===== config.mk =====
export PLATFORM = sky130hd
export DESIGN_NAME = fpga_bridge_send_vc
export DESIGN_NICKNAME = d
export VERILOG_FILES = /design/src/rtl/fpga_bridge_send_vc.sv
export SDC_FILE = /design/constraint.sdc
export NUM_CORES = 1
export LEC_CHECK = 0
export ABC_AREA = 0
export CORE_UTILIZATION = 40
export DETAILED_ROUTE_END_ITERATION = 7
export GPL_TIMING_DRIVEN = 0
export PLACE_DENSITY = 0.84
export SYNTH_ARGS = -nofsm -noshare
export SYNTH_HDL_FRONTEND = slang
export SYNTH_SLANG_ARGS = --single-unit

===== constraint.sdc =====
create_clock -name clk -period 5.98 [get_ports clk]
set_input_delay 0.897 -clock clk [delete_from_list [all_inputs] [get_ports clk]]
set_output_delay 0.897 -clock clk [all_outputs]
set_load 0.02 [all_outputs]

===== src/rtl/fpga_bridge_send_vc.sv =====
// Credit-based virtual-channel sender: round-robin arbitration among
// NUM_CH flit streams, per-channel credits, flit-to-beat serialisation.
//
// Ports:
//   clk, rst      : clock, asynchronous active-high reset
//   bin_data      : NUM_CH flits, channel i at [i*NOC_WIDTH +: NOC_WIDTH]
//   bin_val       : flit valid per channel
//   bin_rdy       : combinational accept, one-hot winner in accept window
//   link_data     : registered beat, least-significant word first
//   link_val      : beat valid
//   link_channel  : channel index of the current beat
//   credit_back   : one-cycle pulse per channel returning one credit
//   credit_cnt    : current credit count per channel
//   credit_err    : sticky, credit returned while counter already full
module fpga_bridge_send_vc #(
    parameter int          NUM_CH      = 3,
    parameter int          CH_W        = 2,
    parameter int          NOC_WIDTH   = 64,
    parameter int          LINK_WIDTH  = 32,
    parameter int          CNT_W       = 9,
    parameter int unsigned CREDIT_INIT = 255
) (
    input  logic                        clk,
    input  logic                        rst,
    input  logic [NUM_CH*NOC_WIDTH-1:0] bin_data,
    input  logic [NUM_CH-1:0]           bin_val,
    output logic [NUM_CH-1:0]           bin_rdy,
    output logic [LINK_WIDTH-1:0]       link_data,
    output logic                        link_val,
    output logic [CH_W-1:0]             link_channel,
    input  logic [NUM_CH-1:0]           credit_back,
    output logic [NUM_CH*CNT_W-1:0]     credit_cnt,
    output logic                        credit_err
);

    localparam int BEATS = NOC_WIDTH / LINK_WIDTH;
    localparam int BW    = (BEATS > 1) ? $clog2(BEATS) : 1;

    localparam logic [BW-1:0]    LAST = BW'(BEATS - 1);
    localparam logic [CNT_W-1:0] INIT = CNT_W'(CREDIT_INIT);

    typedef enum logic {
        S_IDLE,
        S_SEND
    } state_t;

    state_t                r_state;
    logic [BW-1:0]         r_beat;
    logic [NOC_WIDTH-1:0]  r_flit;
    logic [CH_W-1:0]       r_ptr;
    logic [CNT_W-1:0]      r_cnt [NUM_CH];
    logic                  r_err;
    logic [LINK_WIDTH-1:0] r_link_data;
    logic                  r_link_val;
    logic [CH_W-1:0]       r_link_ch;

    logic [NUM_CH-1:0]     w_elig;
    logic [NUM_CH-1:0]     w_rdy;
    logic [NUM_CH-1:0]     w_take;
    logic                  w_win;
    logic                  w_found;
    logic                  w_acc;
    logic [CH_W-1:0]       w_gnt;
    logic [NOC_WIDTH-1:0]  w_flit;

    always_comb begin
        for (int i = 0; i < NUM_CH; i++) begin
            w_elig[i] = bin_val[i] && (r_cnt[i] != '0);
        end
    end

    // A new flit may be taken when the link is idle or showing its last beat.
    assign w_win = (r_state == S_IDLE) || (r_beat == LAST);

    // Round-robin search starting one past the last winner.
    always_comb begin
        w_found = 1'b0;
        w_gnt   = '0;
        for (int off = 1; off <= NUM_CH; off++) begin
            if (!w_found && w_elig[(int'(r_ptr) + off) % NUM_CH]) begin
                w_found = 1'b1;
                w_gnt   = CH_W'((int'(r_ptr) + off) % NUM_CH);
            end
        end
    end

    always_comb begin
        w_rdy  = '0;
        w_flit = '0;
        for (int i = 0; i < NUM_CH; i++) begin
            if (w_gnt == CH_W'(i)) begin
                w_flit = bin_data[i*NOC_WIDTH +: NOC_WIDTH];
                // rst gating keeps bin_rdy low as soon as reset asserts.
                w_rdy[i] = w_win && w_found && !rst;
            end
        end
    end

    assign w_take = w_rdy & bin_val;
    assign w_acc  = |w_take;

    always_ff @(posedge clk or posedge rst) begin
        if (rst) begin
            r_state     <= S_IDLE;
            r_beat      <= '0;
            r_flit      <= '0;
            r_ptr       <= CH_W'(NUM_CH - 1);
            r_link_data <= '0;
            r_link_val  <= 1'b0;
            r_link_ch   <= '0;
        end else if (w_acc) begin
            r_state     <= S_SEND;
            r_beat      <= '0;
            r_flit      <= w_flit >> LINK_WIDTH;
            r_ptr       <= w_gnt;
            r_link_data <= w_flit[LINK_WIDTH-1:0];
            r_link_val  <= 1'b1;
            r_link_ch   <= w_gnt;
        end else if (r_state == S_SEND && r_beat != LAST) begin
            r_beat      <= r_beat + 1'b1;
            r_flit      <= r_flit >> LINK_WIDTH;
            r_link_data <= r_flit[LINK_WIDTH-1:0];
        end else begin
            r_state     <= S_IDLE;
            r_link_val  <= 1'b0;
        end
    end

    // Accept and return in the same cycle cancel out.
    always_ff @(posedge clk or posedge rst) begin
        if (rst) begin
            r_err <= 1'b0;
            for (int i = 0; i < NUM_CH; i++) begin
                r_cnt[i] <= INIT;
            end
        end else begin
            for (int i = 0; i < NUM_CH; i++) begin
                if (w_take[i] && !credit_back[i]) begin
                    r_cnt[i] <= r_cnt[i] - 1'b1;
                end else if (!w_take[i] && credit_back[i]) begin
                    if (r_cnt[i] == INIT) begin
                        r_err <= 1'b1;
                    end else begin
                        r_cnt[i] <= r_cnt[i] + 1'b1;
                    end
                end
            end
        end
    end

    always_comb begin
        for (int i = 0; i < NUM_CH; i++) begin
            credit_cnt[i*CNT_W +: CNT_W] = r_cnt[i];
        end
    end

    assign bin_rdy      = w_rdy;
    assign link_data    = r_link_data;
    assign link_val     = r_link_val;
    assign link_channel = r_link_ch;
    assign credit_err   = r_err;

endmodule

## Word-level counts from Yosys, hierarchy flattened

Index checks and enable logic that the tools add are counted.

- Bits of input ports: 200
- Output and inout port bits: 66
- Word-level logic and storage cells: 121
- Register bits: 130

- $add $sub $neg: 10
- Div/mod/pow operators: 3
- Bitwise operators: 3
- Reduce and logical (&&, ||, !) cells: 36
- Order comparisons: 3
- Equal/unequal tests: 9
- Mux-type cells: 47

Operators by type and width:

| operator | number |
|---|---|
| 2-to-1 mux 64 bit | 5 |
| less-than comparator 32 x 4 -> 1 bit, second input constant | 3 |
| modulo 32 x 3 -> 32 bit, second input constant | 3 |
| 2-to-1 mux 9 bit | 9 |
| 2-to-1 mux 32 bit | 2 |
| adder 9 x 1 -> 9 bit, second input constant | 3 |
| == test 9 x 8 -> 1 bit, second input constant | 3 |
| nonzero test 9 bit | 3 |
| subtractor 9 x 1 -> 9 bit, second input constant | 3 |
| 2-to-1 mux 1 bit | 25 |
| logical AND 1 bit | 14 |
| zero test 1 bit | 9 |
| != test 2 bit, second input constant | 4 |
| nonzero test 2 bit | 4 |
| adder 2 x 2 -> 3 bit, second input constant | 2 |
| binary-select mux 1 bit (select 2 bit) | 3 |
| 2-to-1 mux 2 bit | 3 |
| AND reduction 2 bit | 3 |
| adder 2 x 1 -> 3 bit, second input constant | 1 |
| bitwise AND 3 bit | 1 |
| OR reduction 3 bit | 1 |
| == test 2 x 1 -> 1 bit, second input constant | 1 |
| == test 2 bit, second input constant | 1 |
| zero test 2 bit | 1 |
| other kinds (3) | 4 |

## Depth between registers and ports, before layout

- Depth after elaboration: 26
- Depth in mapped cells: 19
- Depth with buffers taken out: 15

## Worst setup path before layout

OpenSTA, ideal clock, no wires.

- Path type: in2reg
- Start: input port rst
- End: register r_cnt, in the netlist credit_cnt[16]
- Setup slack: 0.028 ns
- Required time: 5.894 ns
- Path buffers: 3
- Arrival: 5.866 ns
- Cell stages on the path: 15
- Cells stage by stage: inv_1 -> nand2_1 -> or4_1 -> buf_2 -> buf_4 -> buf_4 -> nor2_1 -> ha_1 -> ha_1 -> a21o_1 -> a21oi_1 -> o21bai_1 -> a2111oi_0 -> or4b_2 -> nand3_1

- Cells in the longest elaborated chain, start to end: 8
- Elaborated cells on any way between the ends: 11
- Classes of those cells: 1 x eq/ne; 2 x mux; 1 x bitwise; 7 x reduce/logical

RTL lines:

| item | line | RTL |
|---|---|---|
| start, declared | 24 | `input logic rst,` |
| zero test 1 bit (no line) (*) | - |  |
| logical AND 1 bit (*) | 94 | `w_rdy[i] = w_win && w_found && !rst;` |
| 2-to-1 mux 1 bit (*) | 91 | `if (w_gnt == CH_W'(i)) begin` |
| bitwise AND 3 bit (*) | 99 | `assign w_take = w_rdy & bin_val;` |
| zero test 1 bit | 140 | `end else if (!w_take[i] && credit_back[i]) begin` |
| logical AND 1 bit | 140 |  |
| nonzero test 2 bit (no line) | - |  |
| AND reduction 2 bit (no line) | - |  |
| end signal, assigned by index | 139 | `r_cnt[i] <= r_cnt[i] - 1'b1;` |
| end signal, assigned by index | 144 | `r_cnt[i] <= r_cnt[i] + 1'b1;` |
| end, declared | 51 | `logic [CNT_W-1:0] r_cnt [NUM_CH];` |

Mark *: on every way between the ends. The rest lies on a longest branch, timed or not.
A chain may end at the register's enable or synchronous reset.

## Worst setup path after layout

- Start: input port bin_val[2]
- End: register r_cnt, in the netlist credit_cnt[16]

- Cells in the longest elaborated chain, start to end: 19
- Elaborated cells on any way between the ends: 32
- Classes of those cells: 2 x eq/ne; 17 x mux; 1 x bitwise; 12 x reduce/logical

RTL lines:

| item | line | RTL |
|---|---|---|
| start, declared | 26 | `input logic [NUM_CH-1:0] bin_val,` |
| logical AND 1 bit (*) | 68 | `w_elig[i] = bin_val[i] && (r_cnt[i] != '0);` |
| binary-select mux 1 bit (select 2 bit) | 80 | `if (!w_found && w_elig[(int'(r_ptr) + off) % NUM_CH]) begin` |
| 2-to-1 mux 1 bit (not written as such) (2 in series) | 80 |  |
| 2-to-1 mux 1 bit | 80 |  |
| zero test 1 bit | 80 |  |
| logical AND 1 bit | 80 |  |
| 2-to-1 mux 1 bit | 80 |  |
| zero test 1 bit | 80 |  |
| logical AND 1 bit | 80 |  |
| 2-to-1 mux 1 bit | 80 |  |
| logical AND 1 bit (2 in series) | 94 |  |
| 2-to-1 mux 1 bit (*) | 91 |  |
| bitwise AND 3 bit (*) | 99 |  |
| zero test 1 bit | 140 |  |
| logical AND 1 bit | 140 |  |
| nonzero test 2 bit (no line) | - |  |
| AND reduction 2 bit (no line) | - |  |

Mark *: on every way between the ends. The rest lies on a longest branch, timed or not. The select of a mux whose other input is x is not followed.

==> impl_metrics.json <==
{
  "grt_usage": 0.294,
  "total_overflow_reported_by_the_global_router": 0,
  "worst_hold_path_type": "reg -> reg",
  "path_common_cell": "sky130_fd_sc_hd__ha_1",
  "htreeDepth": 3,
  "grt_pass1_vias": 6935,
  "min_delay_path_depth": 1,
  "effective_utilization_at_floorplan": 0.411,
  "synth-seq-cells": 97,
  "synth_top_cell_by_area": "sky130_fd_sc_hd__dfrtp_1",
  "setup_repair_after_global_routing_missed_its_margin": "no",
  "vias": 7190,
  "postSynth.asyncResetShare": 1.00,
  "tritoncts_buffers": 9,
  "fin_util": 0.615,
  "fmaxAchievable_mhz": 180,
  "cap_viol_max_count": 0,
  "delay_of_the_slowest_critical_path_stage_ns": 0.96,
  "fin_total_pwr_mw": 5.02,
  "detailedPlace.worstSlack_ns": 0.187,
  "stdcell_count": 1206,
  "filler_cell_count": 1411,
  "antenna_found_initial": 1,
  "max_slew.worst_pin.slew_ns": 1.17,
  "clk-insertion-delay-late_ns": 0.35,
  "netlist_top_cells_area": "sky130_fd_sc_hd__dfrtp_1, sky130_fd_sc_hd__dfstp_2, sky130_fd_sc_hd__a311oi_1",
  "outcome": "finished clean",
  "tritoncts_num_sinks": 97,
  "quantity_of_gates_resized_following_cts": 0,
  "finalSetupViolCount": 0,
  "die_w_um": 130,
  "floorplan.rows": 46,
  "layout-area-overhead-vs-synth_pct": 49.7,
  "cts_root_buf": "sky130_fd_sc_hd__clkbuf_16",
  "finalWeightedCongestion": 0.897,
  "ys_top_cells_by_count": "sky130_fd_sc_hd__nor2_1, sky130_fd_sc_hd__dfrtp_1, sky130_fd_sc_hd__o21ai_0, sky130_fd_sc_hd__nand3_1, sky130_fd_sc_hd__a311oi_1",
  "drcViolationCount": 0,
  "synth_nets": 937,
  "multi_input_comb_area_sq_mm": 0.00371,
  "cts_tree": "done",
  "clk_path_buf_depth": 2,
  "top_level_ports": 266,
  "endpoint_kind": "register",
  "totalNegativeSetupSlack_ns": 0,
  "synth-edff-count": 0,
  "count_of_hold_buffers_inserted_by_post_cts_repair": 0,
  "netlist_instances": 705,
  "path_clk_slew_ns": 0.07,
  "ys_warn_count": 0,
  "timing_worst_setup_path_type": "in -> reg",
  "avgRoutedWirePerCell_um": 20.8,
  "post-synth-top-area-fraction": 0.276,
  "layout.nets": 1215,
  "final-seq-area_sq_mm": 0.00246,
  "layout_worst_path_cycle_share": 0.930,
  "drt-vias-per-instance": 5.96,
  "dp.final_hpwl_um": 19100,
  "dieHeight_um": 130,
  "peakVddDrop_uv": 235,
  "synth.most_common_cell": "sky130_fd_sc_hd__nor2_1",
  "wire_length_after_detailed_routing_um": 25000,
  "reg2regPathDepth": 14,
  "syn-cell-area_sq_mm": 0.00653,
  "timing.critical_path.required_ns": 6.27,
  "synth_cell_type_count": 54,
  "final_antenna_net_count": 0,
  "design.die.area_sq_mm": 0.0168,
  "power.density_mw_per_mm2": 513,
  "dp_cells": 1188,
  "numPortBuffers": 265,
  "timing_max_transition_violations_final": 0,
  "skew_ns": 0.00862,
  "period_minus_slack_ns": 5.56,
  "power_leakage_nw": 3.92,
  "final_hold_viol_count": 0,
  "register_area_share_after_synthesis": 0.377,
  "syn_area_per_cell_sq_um": 9.26,
  "timing.critical_path.arrival_ns": 5.85,
  "ys_dominant_reg_cell": "sky130_fd_sc_hd__dfrtp_1",
  "drt_iter0_drc": 752,
  "first_pass_grt_wire_length_um": 37300,
  "final_layout_size_suffix_gt1_frac": 0.116,
  "timing.critical_path.from_type": "input port",
  "timing.critical_path.fanout_max": 11,
  "critical_path.slowest_cell": "sky130_fd_sc_hd__o21ai_1",
  "timing.final.ws_setup_ns": 0.421,
  "grt_start_max_net_pins": 59,
  "placeableCoreArea_sq_mm": 0.0159,
  "slew_headroom": 0.212,
  "total_setup_buffers_inserted_after_cts": 0,
  "crit_chain": "clkdlybuf4s50_1 > inv_1 > a31oi_1 > o21ai_1 > clkbuf_1 > nand2_1 > nor2_1 > ha_1 > ha_1 > a21o_1 > a21oi_1 > o21bai_1 > a2111oi_0 > o211ai_1 > nand3_1",
  "drt-pass1-iter-count": 6
}
[report_power, final]
part | switching (mW) | total, mW | internal, mW
clock network | 0.267 | 0.561 | 0.294
logic | 1.73 | 3.13 | 1.40
registers | 0.276 | 1.32 | 1.05
total | 2.27 | 5.02 | 2.74
[worst paths after layout]
path,end,slack (ns),from
worst max-delay path,credit_cnt[16],0.42,bin_val[2]
min in group asynchronous,credit_cnt[26],1.03,rst
max in group asynchronous,r_flit[6],4.26,rst
worst max register to register,credit_cnt[16],0.45,credit_cnt[22]
worst min-delay path,link_channel[1],0.49,link_channel[1]
worst min register to register,link_channel[1],0.49,link_channel[1]
[sequential cells by signal, summed over array words and instances (netlist names)]
signal and flops:
link_channel 1, r_beat 1, credit_err 1, credit_cnt 27
r_flit 32, link_data 32, link_val 1, r_ptr 2
[layout by cell type (no fill, tap or decap), types with 4 or more instances in the layout]
cell type / Yosys / routed
sky130_fd_sc_hd__o21ai_0: 70 / 70
sky130_fd_sc_hd__clkbuf_16: 0 / 9
sky130_fd_sc_hd__nand2_1: 16 / 16
sky130_fd_sc_hd__buf_2: 19 / 19
sky130_fd_sc_hd__a311oi_1: 64 / 64
sky130_fd_sc_hd__nor4_1: 5 / 5
sky130_fd_sc_hd__nand4b_1: 4 / 4
sky130_fd_sc_hd__dfstp_2: 25 / 25
sky130_fd_sc_hd__o211ai_1: 6 / 6
sky130_fd_sc_hd__buf_4: 4 / 5
sky130_fd_sc_hd__xnor2_1: 12 / 12
sky130_fd_sc_hd__inv_1: 15 / 14
sky130_fd_sc_hd__ha_1: 29 / 29
sky130_fd_sc_hd__xor2_1: 9 / 9
sky130_fd_sc_hd__or2_2: 5 / 5
sky130_fd_sc_hd__nor3_1: 6 / 6
sky130_fd_sc_hd__a31o_2: 18 / 18
sky130_fd_sc_hd__a21oi_1: 13 / 13
sky130_fd_sc_hd__clkbuf_1: 38 / 38
sky130_fd_sc_hd__buf_6: 4 / 4
sky130_fd_sc_hd__o31ai_1: 4 / 4
sky130_fd_sc_hd__nor2_1: 79 / 79
sky130_fd_sc_hd__and2_1: 4 / 4
sky130_fd_sc_hd__clkdlybuf4s50_1: 0 / 265
sky130_fd_sc_hd__a31o_1: 12 / 12
sky130_fd_sc_hd__mux2_2: 16 / 16
sky130_fd_sc_hd__a221o_1: 32 / 32
sky130_fd_sc_hd__nand3_1: 66 / 66
sky130_fd_sc_hd__dfrtp_1: 72 / 72
sky130_fd_sc_hd__a21o_1: 12 / 12
[metrics by stage]
step | cell area, sq um | hold slack, ns
after floorplan | 6530 | 0.457
final | 9780 | 0.492
after global placement | 9450 | 0.475
after CTS | 9770 | 0.499
after global routing | 9770 | 0.500
after detailed placement | 9490 | 0.481
[metal layers]
| metal | GRT usage | part of all wire | up-vias |
|---|---|---|---|
| met3 | 0.0595 | 0.076 | 65 |
| met2 | 0.471 | 0.47 | 353 |
| met1 | 0.381 | 0.42 | 3467 |
| li1 | - | - | 3305 |
| met4 | 0.143 | 0.037 | 0 |
| met5 | 0 | 0 | - |
[logic make-up after synthesis]
| logic type | share of synthesized area |
|---|---|
| AOI/OAI and AO/OA | 0.292 |
| and+or+nand+nor | 0.148 |
| DFF | 0.377 |
| buffers and inverters | 0.0565 |
| adders and majority gates | 0.0648 |
| xor gates and xnor gates | 0.0282 |
| muxes | 0.0341 |
[area by class of cell]
cell class,instances,area share
Tap cell,216,0.0276
Clock buffer,10,0.0244
Antenna cell,2,0.000512
Timing Repair Buffer,267,0.274
Clock inverter,6,0.00435
Multi-Input combinational cell,528,0.379
Sequential cell,97,0.252
Inverter,15,0.00602
Buffer,65,0.0320
[worst max-delay path, delay by kind of cell]
kind | cells | cell delay, ns
AOI/OAI and AO/OA | 7 | 2.37
and+or+nand+nor | 3 | 0.75
buffers and inverters | 3 | 1.02
adders and majority gates | 2 | 0.80
No activity file was read; power rests on OpenSTA's default activity.
